<file path="src/rtl/output_frame_collector.sv">
// output_frame_collector: tags conv results with (row,col,kernel) and buffers them in a skid FIFO.
// Define OUTPUT_COLLECTOR_CHECKSUM_EN to build the running rotate-xor checksum.
module output_frame_collector #(
  parameter int OUT_ROWS    = 23,
  parameter int OUT_COLS    = 23,
  parameter int NUM_KERNELS = 4,
  parameter int DATA_WIDTH  = 16,
  parameter int FIFO_DEPTH  = 8,
  localparam int KW = NUM_KERNELS > 1 ? $clog2(NUM_KERNELS) : 1,
  localparam int CW = OUT_COLS > 1 ? $clog2(OUT_COLS) : 1,
  localparam int RW = OUT_ROWS > 1 ? $clog2(OUT_ROWS) : 1
) (
  input  logic                  clk_100MHz,
  input  logic                  rst_n,
  input  logic                  start,
  input  logic                  s_valid,
  output logic                  s_ready,
  input  logic [DATA_WIDTH-1:0] s_data,
  input  logic                  s_last,
  output logic                  m_valid,
  input  logic                  m_ready,
  output logic [DATA_WIDTH-1:0] m_data,
  output logic [KW-1:0]         m_kernel,
  output logic [CW-1:0]         m_col,
  output logic [RW-1:0]         m_row,
  output logic                  busy,
  output logic                  frame_done,
  output logic                  last_err,
  output logic [31:0]           beat_count,
  output logic [31:0]           checksum
);
  localparam int AW   = $clog2(FIFO_DEPTH);
  localparam int CNTW = AW + 1;
  localparam int TW   = RW + CW + KW + DATA_WIDTH;
  typedef enum logic [1:0] {IDLE, COLLECT, DRAIN} state_t;
  state_t r_state, w_next;
  logic [KW-1:0] r_kern;
  logic [CW-1:0] r_col;
  logic [RW-1:0] r_row;
  logic [AW-1:0] r_wr_ptr, r_rd_ptr;
  logic [CNTW-1:0] r_cnt, w_cnt_nxt;
  logic r_full, r_empty, r_last_err;
  logic [31:0] r_beat;
  logic [TW-1:0] r_mem [FIFO_DEPTH];
  logic w_push, w_pop, w_arm, w_kern_wrap, w_col_wrap, w_final;
  assign w_arm       = r_state == IDLE && start;
  assign w_push      = s_valid && s_ready;
  assign w_pop       = !r_empty && m_ready;
  assign w_kern_wrap = r_kern == KW'(NUM_KERNELS - 1);
  assign w_col_wrap  = r_col == CW'(OUT_COLS - 1);
  assign w_final     = w_kern_wrap && w_col_wrap && r_row == RW'(OUT_ROWS - 1);
  assign w_cnt_nxt   = r_cnt + CNTW'(w_push) - CNTW'(w_pop);
  always_ff @(posedge clk_100MHz or negedge rst_n)
    if (!rst_n) r_state <= IDLE;
    else r_state <= w_next;
  always_comb begin
    w_next = r_state;
    case (r_state)
      IDLE:    w_next = start ? COLLECT : IDLE;
      COLLECT: w_next = (w_push && w_final) ? DRAIN : COLLECT;
      DRAIN:   w_next = r_empty ? IDLE : DRAIN;
      default: w_next = IDLE;
    endcase
  end
  // s_ready looks only at the registered full flag, so a same-cycle pop never reopens it
  always_comb begin
    busy       = r_state != IDLE;
    s_ready    = r_state == COLLECT && !r_full;
    frame_done = r_state == DRAIN && r_empty;
  end
  always_ff @(posedge clk_100MHz or negedge rst_n)
    if (!rst_n) begin
      r_wr_ptr   <= '0;
      r_rd_ptr   <= '0;
      r_cnt      <= '0;
      r_full     <= 1'b0;
      r_empty    <= 1'b1;
      r_kern     <= '0;
      r_col      <= '0;
      r_row      <= '0;
      r_beat     <= '0;
      r_last_err <= 1'b0;
    end else begin
      r_cnt   <= w_cnt_nxt;
      r_full  <= w_cnt_nxt == CNTW'(FIFO_DEPTH);
      r_empty <= w_cnt_nxt == '0;
      if (w_push) r_wr_ptr <= r_wr_ptr + AW'(1);
      if (w_pop) r_rd_ptr <= r_rd_ptr + AW'(1);
      if (w_arm) begin
        r_kern     <= '0;
        r_col      <= '0;
        r_row      <= '0;
        r_beat     <= '0;
        r_last_err <= 1'b0;
      end else if (w_push) begin
        r_kern     <= w_kern_wrap ? '0 : r_kern + KW'(1);
        r_col      <= !w_kern_wrap ? r_col : w_col_wrap ? '0 : r_col + CW'(1);
        r_row      <= (w_kern_wrap && w_col_wrap) ? r_row + RW'(1) : r_row;
        r_beat     <= r_beat + 32'(r_beat != '1);
        r_last_err <= r_last_err | (s_last ^ w_final);
      end
    end
  always_ff @(posedge clk_100MHz)
    if (w_push) r_mem[r_wr_ptr] <= {r_row, r_col, r_kern, s_data};
  assign {m_row, m_col, m_kernel, m_data} = r_empty ? '0 : r_mem[r_rd_ptr];
  assign m_valid    = !r_empty;
  assign last_err   = r_last_err;
  assign beat_count = r_beat;
`ifdef OUTPUT_COLLECTOR_CHECKSUM_EN
  logic [31:0] r_checksum;
  always_ff @(posedge clk_100MHz or negedge rst_n)
    if (!rst_n) r_checksum <= '0;
    else if (w_arm) r_checksum <= '0;
    else if (w_push) r_checksum <= {r_checksum[30:0], r_checksum[31]} ^ 32'(s_data);
  assign checksum = r_checksum;
`else
  assign checksum = '0;
`endif
endmodule

</file>
<file path="config.mk">
export PLATFORM = sky130hd
export DESIGN_NAME = output_frame_collector
export DESIGN_NICKNAME = d
export VERILOG_FILES = /design/src/rtl/output_frame_collector.sv
export SDC_FILE = /design/constraint.sdc
export NUM_CORES = 1
export LEC_CHECK = 0
export ABC_AREA = 1
export BUFFER_PORTS_ARGS = -buffer_cell sky130_fd_sc_hd__buf_4
export CAP_MARGIN = 15
export CORE_UTILIZATION = 40
export CTS_CLUSTER_DIAMETER = 30
export DETAILED_ROUTE_END_ITERATION = 8
export GPL_TIMING_DRIVEN = 0
export PLACE_DENSITY = 0.57
export SYNTH_ARGS = -nofsm -noshare
export SYNTH_HDL_FRONTEND = slang
export SYNTH_SLANG_ARGS = --single-unit
</file>
<file path="constraint.sdc">
create_clock -name clk_100MHz -period 2.75 [get_ports clk_100MHz]
set_input_delay 0.1375 -clock clk_100MHz [delete_from_list [all_inputs] [get_ports clk_100MHz]]
set_output_delay 0.1375 -clock clk_100MHz [all_outputs]
set_load 0.02 [all_outputs]
</file>
## Word-level counts from Yosys, hierarchy flattened

Memory sizes are Yosys's and may differ from the RTL's.
Cells that the tools add are included.

| storage, ports and cells | value |
|---|---|
| bits in registers | 59 |
| latch bits | 0 |
| RAM bits | 224 |
| bits in read-only memories | 0 |
| input bits | 22 |
| output and inout bits | 97 |
| logic and storage cells | 68 |
| memories kept | 1 |

Memories:

| name | depth | width | rd ports | clocked after Yosys merged registers in | write ports | line | source |
|---|---|---|---|---|---|---|---|
| r_mem | 8 | 28 | 1 | 0 | 1 | 44 | `logic [TW-1:0] r_mem [FIFO_DEPTH];` |

| operators by class | value |
|---|---|
| add/sub/neg operators | 8 |
| $mul | 0 |
| divide/modulo/power cells | 0 |
| $lt $le $gt $ge | 0 |
| equal/unequal tests | 7 |
| shifts and indexed selects | 0 |
| multiplexer cells | 21 |
| bitwise operators | 2 |
| reductions and logical operators | 18 |

Operator list:

| operator | count |
|---|---|
| 32-bit 2-to-1 mux | 2 |
| 5-bit 2-to-1 mux | 7 |
| 32-bit by 1-bit adder with 32-bit output | 1 |
| 32-bit != test, second input constant | 1 |
| 28-bit 2-to-1 mux | 1 |
| 5-bit by 1-bit adder with 5-bit output, second input constant | 2 |
| 5-bit equality test, second input constant | 2 |
| 2-bit 2-to-1 mux | 5 |
| 1-bit logical AND | 8 |
| 2-bit nonzero test | 4 |
| 3-bit by 1-bit adder with 3-bit output, second input constant | 2 |
| 2-bit one-hot mux with 3 select lines | 1 |
| 1-bit 2-to-1 mux | 5 |
| 4-bit by 1-bit adder with 4-bit output | 1 |
| 2-bit equality test, second input constant | 2 |
| 4-bit equality test, second input constant | 1 |
| 4-bit zero test | 1 |
| 2-bit AND reduction | 2 |
| 4-bit by 1-bit subtractor with 4-bit output | 1 |
| 2-bit by 1-bit adder with 2-bit output, second input constant | 1 |
| 2-bit by 1-bit equality test with 1-bit output, second input constant | 1 |
| 1-bit zero test | 2 |
| 2-bit zero test | 1 |
| 1-bit bitwise OR | 1 |
| 1-bit XOR | 1 |

## Depth between registers and ports, before layout

Gate-level depths: netlist of the first run.

| depth | value |
|---|---|
| word-level depth | 7 |
| mapped depth | 14 |
| gate-level depth less buffers | 14 |

## Worst setup path after synthesis of the first run

OpenSTA, ideal clock, no wires.

| path | value |
|---|---|
| path type | reg-to-reg |
| start point | register r_full |
| end point | memory r_mem[0][0] (netlist name) (enable) |
| library setup time | 0.413 ns |
| data arrival time | 2.352 ns |
| required time | 2.337 ns |
| path slack | -0.015 ns |
| cell stages (with the launch flop) | 6 |
| path through | dfrtp_1 inv_1 nand4_4 buf_6 or2_1 nor2_1 |

| between the ends | value |
|---|---|
| word-level cells in the longest chain between the ends | 5 |

Ends and longest elaborated chain:

| element | line | source |
|---|---|---|
| start, declared | 42 | `logic r_full, r_empty, r_last_err;` |
| start signal, assigned | 85 | `r_full <= w_cnt_nxt == CNTW'(FIFO_DEPTH);` |
| 1-bit zero test | 68 | `s_ready = r_state == COLLECT && !r_full;` |
| 1-bit logical AND | 68 |  |
| 1-bit logical AND | 47 | `assign w_push = s_valid && s_ready;` |
| 1-bit 2-to-1 mux | 104 | `if (w_push) r_mem[r_wr_ptr] <= {r_row, r_col, r_kern, s_data};` |
| 1-bit 2-to-1 mux (implied by the code) | 104 |  |
| end, declared | 44 |  |

No other way between the ends.

## Worst setup path after layout of the first run

| path | value |
|---|---|
| start point | register r_rd_ptr[1] |
| end point | output m_kernel[0] |

| between the ends | value |
|---|---|
| word-level cells in the longest chain between the ends | 2 |

Ends and longest elaborated chain:

| element | line | source |
|---|---|---|
| start, declared | 40 | `logic [AW-1:0] r_wr_ptr, r_rd_ptr;` |
| start signal, assigned | 88 | `if (w_pop) r_rd_ptr <= r_rd_ptr + AW'(1);` |
| memory read 8 x 28 bit | n/a |  |
| 28-bit 2-to-1 mux | 105 | `assign {m_row, m_col, m_kernel, m_data} = r_empty ? '0 : r_mem[r_rd_ptr];` |
| end, declared | 23 | `output logic [KW-1:0] m_kernel,` |

No other way between the ends.

==> impl_metrics.toml, run 1 <==
[timing]
fmax_mhz = 382
relSlewSlack_pct = 45.4
finalMaxSlewViolations = 0
worstMarginPinSlew_ns = 0.819
setup_viol = 0
rsz0062_at_grt = "no"
fin_crit_sh_pct = 95.2
clock_skew_ns = 0.0260
finalHoldViolations = 0
min_period_ns = 2.62

[cts]
clock-root-buffer = "clkbuf_16"
cts_tree = "built"
cts_sinks = 283
clk_pin_slew_worst_paths_ns = 0.05
htreeDepth = 2
clk_latency_ns = 0.58
cts_buffers = 58
clk_path_buf_depth = 3

[logic_synthesis]
synth_area_um2 = 12500
ys_ff_latch = 283
yosys_warnings = 0
synthArstFlopShare_pct = 20.8
synthMuxAreaShare_pct = 0
synth.distinct_cells = 44
synthSimpleGateAreaFrac_pct = 17.2
syn_inst = 1186
synthAdderAreaFrac_pct = 1.46
syn_area_per_cell_um2 = 10.5
synthXorXnorAreaFrac_pct = 0.910
synth-compound-area-share_pct = 9.01
synth_top_cell_area_share_pct = 53.8
synth_top_family_by_area = "simple AND/OR/NAND/NOR gates"
synth-edff-count = 224
yosys.area.top_type = "edfxtp_1"
synth_seq_area_share_pct = 65.6
synth-main-ff-cell = "edfxtp_1"
yosys-top-cells-area = "edfxtp_1 54%, dfrtp_1 12%, nor2_1 9.0%, nand2_1 4.9%, o21ai_0 4.8%"

[worst_setup_path]
criticalPathCategory = "reg2out"
cp_num_buf_inv = 3
critPathLaunchType = "register"
cp_slowest_cell = "dfrtp_1"
crit_arrival_ns = 2.48
path_cells = "buf_2 > clkbuf_1 > o21ai_0 > o211ai_1 > nand2_1 > nor2_1 > buf_4"
cpLargestDelayFamily = "buffers and inverters"
path_max_fanout = 10
crit_path_end_kind = "output port"
crit_required_ns = 2.61
cp_slowest_stage_delay_ns = 0.41

[finish]
area_growth_pct = 30.4
layout_common_cells = "292 x nor2_1, 224 x edfxtp_1, 162 x nand2_1, 121 x buf_4, 119 x o21ai_0"
layout.nets = 1426
fill_cells = 2690
diodes = 0
fin_area_um2 = 16300
multiInputGateArea_um2 = 3760
final_util_pct = 53.2
final_common_cell = "nor2_1"
final-instance-count-excl-fill = 1836
layout.area.seq_um2 = 8200
drive_gt1_share_pct = 20.2

[global_routing]
grt_use_total_pct = 20.9
grt_pass1_wl_um = 49700
grt_max_degree = 60
antenna_found_initial = 0
grt_pass1_vias = 8826
globalRoute.totalOverflow = 0

[outcome]
status = "finished clean"

[power_and_ir_drop]
leakagePower_nw = 6.72
ir_drop_uv = 672
pwr_density_cell_nw_per_um2 = 1150

[die]
dieArea_um2 = 32000
ios = 119
die_y_um = 179
core_area_um2 = 30700
num_rows = 64
start_util_pct = 40.8
fp.dieW_um = 179

[run]
cap_violations = 0

[drt]
drtAntennaViolNets = 0
vias_per_cell = 4.97
wl_per_cell_um = 17.8
drt_iter0_markers = 662
vias = 9130
routed_wirelength_um = 32700
route.detailed.drc = 0
firstDrtPassIters = 5

[place]
place.gp.congestion = 0.848
dpl_cell_area_um2 = 14000
dp.cells = 1707
dp_hpwl_um = 21000
portBuffers = 86

[min_path]
hold_class = "in2reg"
[cells by family after synthesis]
group           count (synthesis)
buf+inv                       151
fa+ha+maj                      14
compound gates                198
other cells                     1
xor+xnor                       13
simple gates                  526
flops                         283
[repair_timing]
item	4_1_cts	5_1_grt
hold endpoints to repair	188	0
endpoints found under the setup margin	12	17
buffers inserted	0	0
resized for setup	5	14
hold buffers	19	0
[power by group]
group	leakage [nW]	internal (W)	total [W]	switching [W]
sequential	2.71	0.00541	0.00582	0.000408
clock	0.999	0.00476	0.00722	0.00246
combinational	3.01	0.00197	0.00579	0.00381
total	6.72	0.0121	0.0188	0.00668
[state kept, by name (all words and copies together), names as in the netlist]
signal,flops
r_kern,2
r_col,5
r_mem,224
r_full,1
r_wr_ptr,3
beat_count,32
r_cnt,4
r_rd_ptr,3
r_row,5
last_err,1
r_state,2
r_empty,1
[cell usage after synthesis (4+ instances only)]
library cell,count
nor2_1,300
edfxtp_1,224
nand2_1,162
o21ai_0,119
inv_1,65
dfrtp_1,58
buf_4,33
nand3_1,33
o211ai_1,28
o22ai_1,28
clkbuf_1,25
buf_2,22
ha_1,13
a21oi_1,10
xor2_1,9
nor3_1,6
o21ai_1,6
nand4_1,5
inv_2,4
nor2_4,4
xnor2_1,4
[worst reg2reg max path, stage by stage, from the launching register on]
cell and delay [ns]:
dfrtp_1 0.44, inv_1 0.12, nand4_4 0.22, buf_6 0.23, ha_1 0.27, inv_1 0.04, ha_1 0.20, fa_1 0.38
xor2_1 0.17, or3_1 0.34, nor2b_1 0.12
[through the flow]
step                      total power, W  hold WS (ns)  setup slack (ns)  TNS (ns)
after global routing              0.0198        0.0504           0.00299         0
final                             0.0188        0.0475             0.133         0
after detailed placement          0.0116         0.280             0.151         0
after global placement            0.0114         0.280             -1.49   -295.79
after CTS                         0.0190        0.0313           0.00892         0
after floorplan                  0.00924        -0.158           -0.0149     -1.67
[layout make-up]
cell class	count	area share (%)
plain buffers	82	3.03
clock buffers	60	9.13
inverters	69	1.59
well taps	396	3.04
clock inverters	50	3.58
repair buffers	113	6.33
flip-flops and latches	283	50.3
multi-input cells	783	23.0
[per-layer routing]
layer	routed length (um)	vias to the layer above	global-route usage, %
met2	15900	295	35.5
met3	1980	51	3.67
met4	641	0	6.64
li1	-	4426	-
met5	0	-	0
met1	14200	4358	27.0
[path summary, 6_finish.rpt]
| path | from | end | slack [ns] | cells after the start |
|---|---|---|---|---|
| min in group asynchronous | rst_n | beat_count[20] | 0.20 | 2 |
| max in group asynchronous | rst_n | r_kern[1] | 2.00 | 2 |
| max | r_rd_ptr[1] | m_kernel[0] | 0.13 | 7 |
| max reg2reg | r_full | r_full | 0.15 | 10 |
| min | s_valid | beat_count[3] | 0.05 | 4 |
| min reg2reg | r_state[1] | r_state[1] | 0.46 | 1 |
(Power assumes the default switching activity.)
==> run 2, diff against run 1 <==
Settings changed: MAX_ROUTING_LAYER set to met4.
==> run 2 against run 1 <==
Global-route usage up 0.85 points. Clock power down 0.7%. Register-to-register slack about the same. Critical path type is now reg2reg. Critical endpoint is now r_full.
==> impl_metrics.toml, run 2 (synthesis gave the netlist of run 1 again) <==
[worst_setup_path]
cp_slowest_stage_delay_ns = 0.44
rr_startpoint = "r_full"
r2r_cells = 10
criticalPathCategory = "reg2reg"
crit_path_end_kind = "register"
r2r_slack_ns = 0.16
critPathLaunchType = "register"
cp_slowest_cell = "dfrtp_1"
path_cells = "inv_1 > nand4_4 > buf_6 > ha_1 > inv_1 > ha_1 > fa_1 > xor2_1 > or3_1 > nor2b_1"
crit_arrival_ns = 3.08
path_max_fanout = 10
crit_required_ns = 3.24
r2r_end = "r_full"

[place]
dpl_cell_area_um2 = 14000
dp_hpwl_um = 21100
portBuffers = 86
place.gp.congestion = 0.848
dp.cells = 1707

[timing]
finalHoldViolations = 0
fin_crit_sh_pct = 94.3
finalMaxSlewViolations = 0
fmax_mhz = 385
worstMarginPinSlew_ns = 0.808
min_period_ns = 2.59
setup_tns_ns = 0
rsz0062_at_grt = "no"
setup_viol = 0
relSlewSlack_pct = 46.1
clock_skew_ns = 0.0280

[global_routing]
antenna_found_initial = 0
grt_max_degree = 60
grt_pass1_vias = 8977
grt_pass1_wl_um = 50300
grt_use_total_pct = 21.7
globalRoute.totalOverflow = 0

[drt]
vias_per_cell = 4.97
firstDrtPassIters = 5
routed_wirelength_um = 32800
drtAntennaViolNets = 0
route.detailed.drc = 0
vias = 9142
drt_iter0_markers = 685
wl_per_cell_um = 17.8

[cts]
htreeDepth = 2
clock-root-buffer = "clkbuf_16"
postCtsSetupBuffers = 0
cts_sinks = 283
cts_buffers = 60
cts_tree = "built"
clk_latency_ns = 0.58
clk_pin_slew_worst_paths_ns = 0.04
clk_path_buf_depth = 3

[power_and_ir_drop]
ir_drop_uv = 741
power_w = 0.0188
leakagePower_nw = 6.70
pwr_density_cell_nw_per_um2 = 1150

[min_path]
worstHoldStart = "s_valid"
whs_path_depth = 4
hold_class = "in2reg"
hold_end = "beat_count[3]"

[die]
die_y_um = 179
num_rows = 64
dieArea_um2 = 32000
core_area_um2 = 30700
ios = 119
fp.dieW_um = 179
start_util_pct = 40.8

[outcome]
status = "finished clean"

[finish]
final_util_pct = 53.1
diodes = 0
drive_gt1_share_pct = 19.3
final_common_cell = "nor2_1"
fin_area_um2 = 16300
layout.nets = 1428
final-instance-count-excl-fill = 1839
regMostFlops = "r_mem"
largest_register_ffs = 224
layout_common_cells = "292 x nor2_1, 224 x edfxtp_1, 162 x nand2_1, 120 x buf_4, 119 x o21ai_0"
area_growth_pct = 30.3

[run]
cap_violations = 0
run 2: worst max-delay path, delay by kind of cell, from the launching register on:
| kind | cells | cell delay [ns] |
|---|---|---|
| flops | 1 | 0.44 |
| fa+ha+maj | 3 | 0.87 |
| buf+inv | 3 | 0.39 |
| simple gates | 3 | 0.67 |
| xor+xnor | 1 | 0.16 |
run 2: how the worst max path moves through the flow:
stage | start | slack [ns] | cells after the start | to
3_3_place_gp | r_state[1] | -1.48 | 6 | r_mem[3][13]
2_1_floorplan | r_full | -0.01 | 5 | r_mem[0][0]
5_1_grt | r_state[1] | 0.002 | 10 | r_full
4_1_cts | r_rd_ptr[0] | 0.01 | 8 | m_col[4]
6_report | r_full | 0.16 | 10 | r_full
3_5_place_dp | r_full | 0.13 | 10 | r_full
run 2: final cells by class:
class | count | area (um^2)
Multi-Input combinational cell | 783 | 3760
Sequential cell | 283 | 8200
Buffer | 82 | 490
Inverter | 69 | 259
Tap cell | 396 | 495
Timing Repair Buffer | 113 | 1030
Fill cell | 2689 | 14400
Clock inverter | 38 | 472
Clock buffer | 75 | 1590
run 2: stage by stage:
| stage | hold slack [ns] | setup WS (ns) |
|---|---|---|
| 3_3_place_gp | 0.282 | -1.48 |
| 4_1_cts | 0.00996 | 0.0145 |
| 2_1_floorplan | -0.158 | -0.0149 |
| 6_report | 0.0262 | 0.156 |
| 5_1_grt | 0.0166 | 0.00209 |
| 3_5_place_dp | 0.281 | 0.134 |
run 2: power breakdown:
part           internal, W  switching, W  total (W)  leakage (nW)
clock network      0.00491       0.00226    0.00717         0.985
logic              0.00197       0.00382    0.00579          3.01
registers          0.00542      0.000405    0.00582          2.71
run 2: metal layers:
layer	track usage, %	wire, um	vias up
li1	-	-	4421
met2	36.4	16000	313
met5	-	0	-
met3	3.92	1850	72
met4	6.32	723	0
met1	26.8	14200	4336
run 2: what timing repair did:
item / 4_1_cts / 5_1_grt
pin swaps: 0 / 1
resized for setup: 4 / 15
hold buffers: 19 / 0
hold endpoints to repair: 188 / 0
endpoints found under the setup margin: 13 / 22
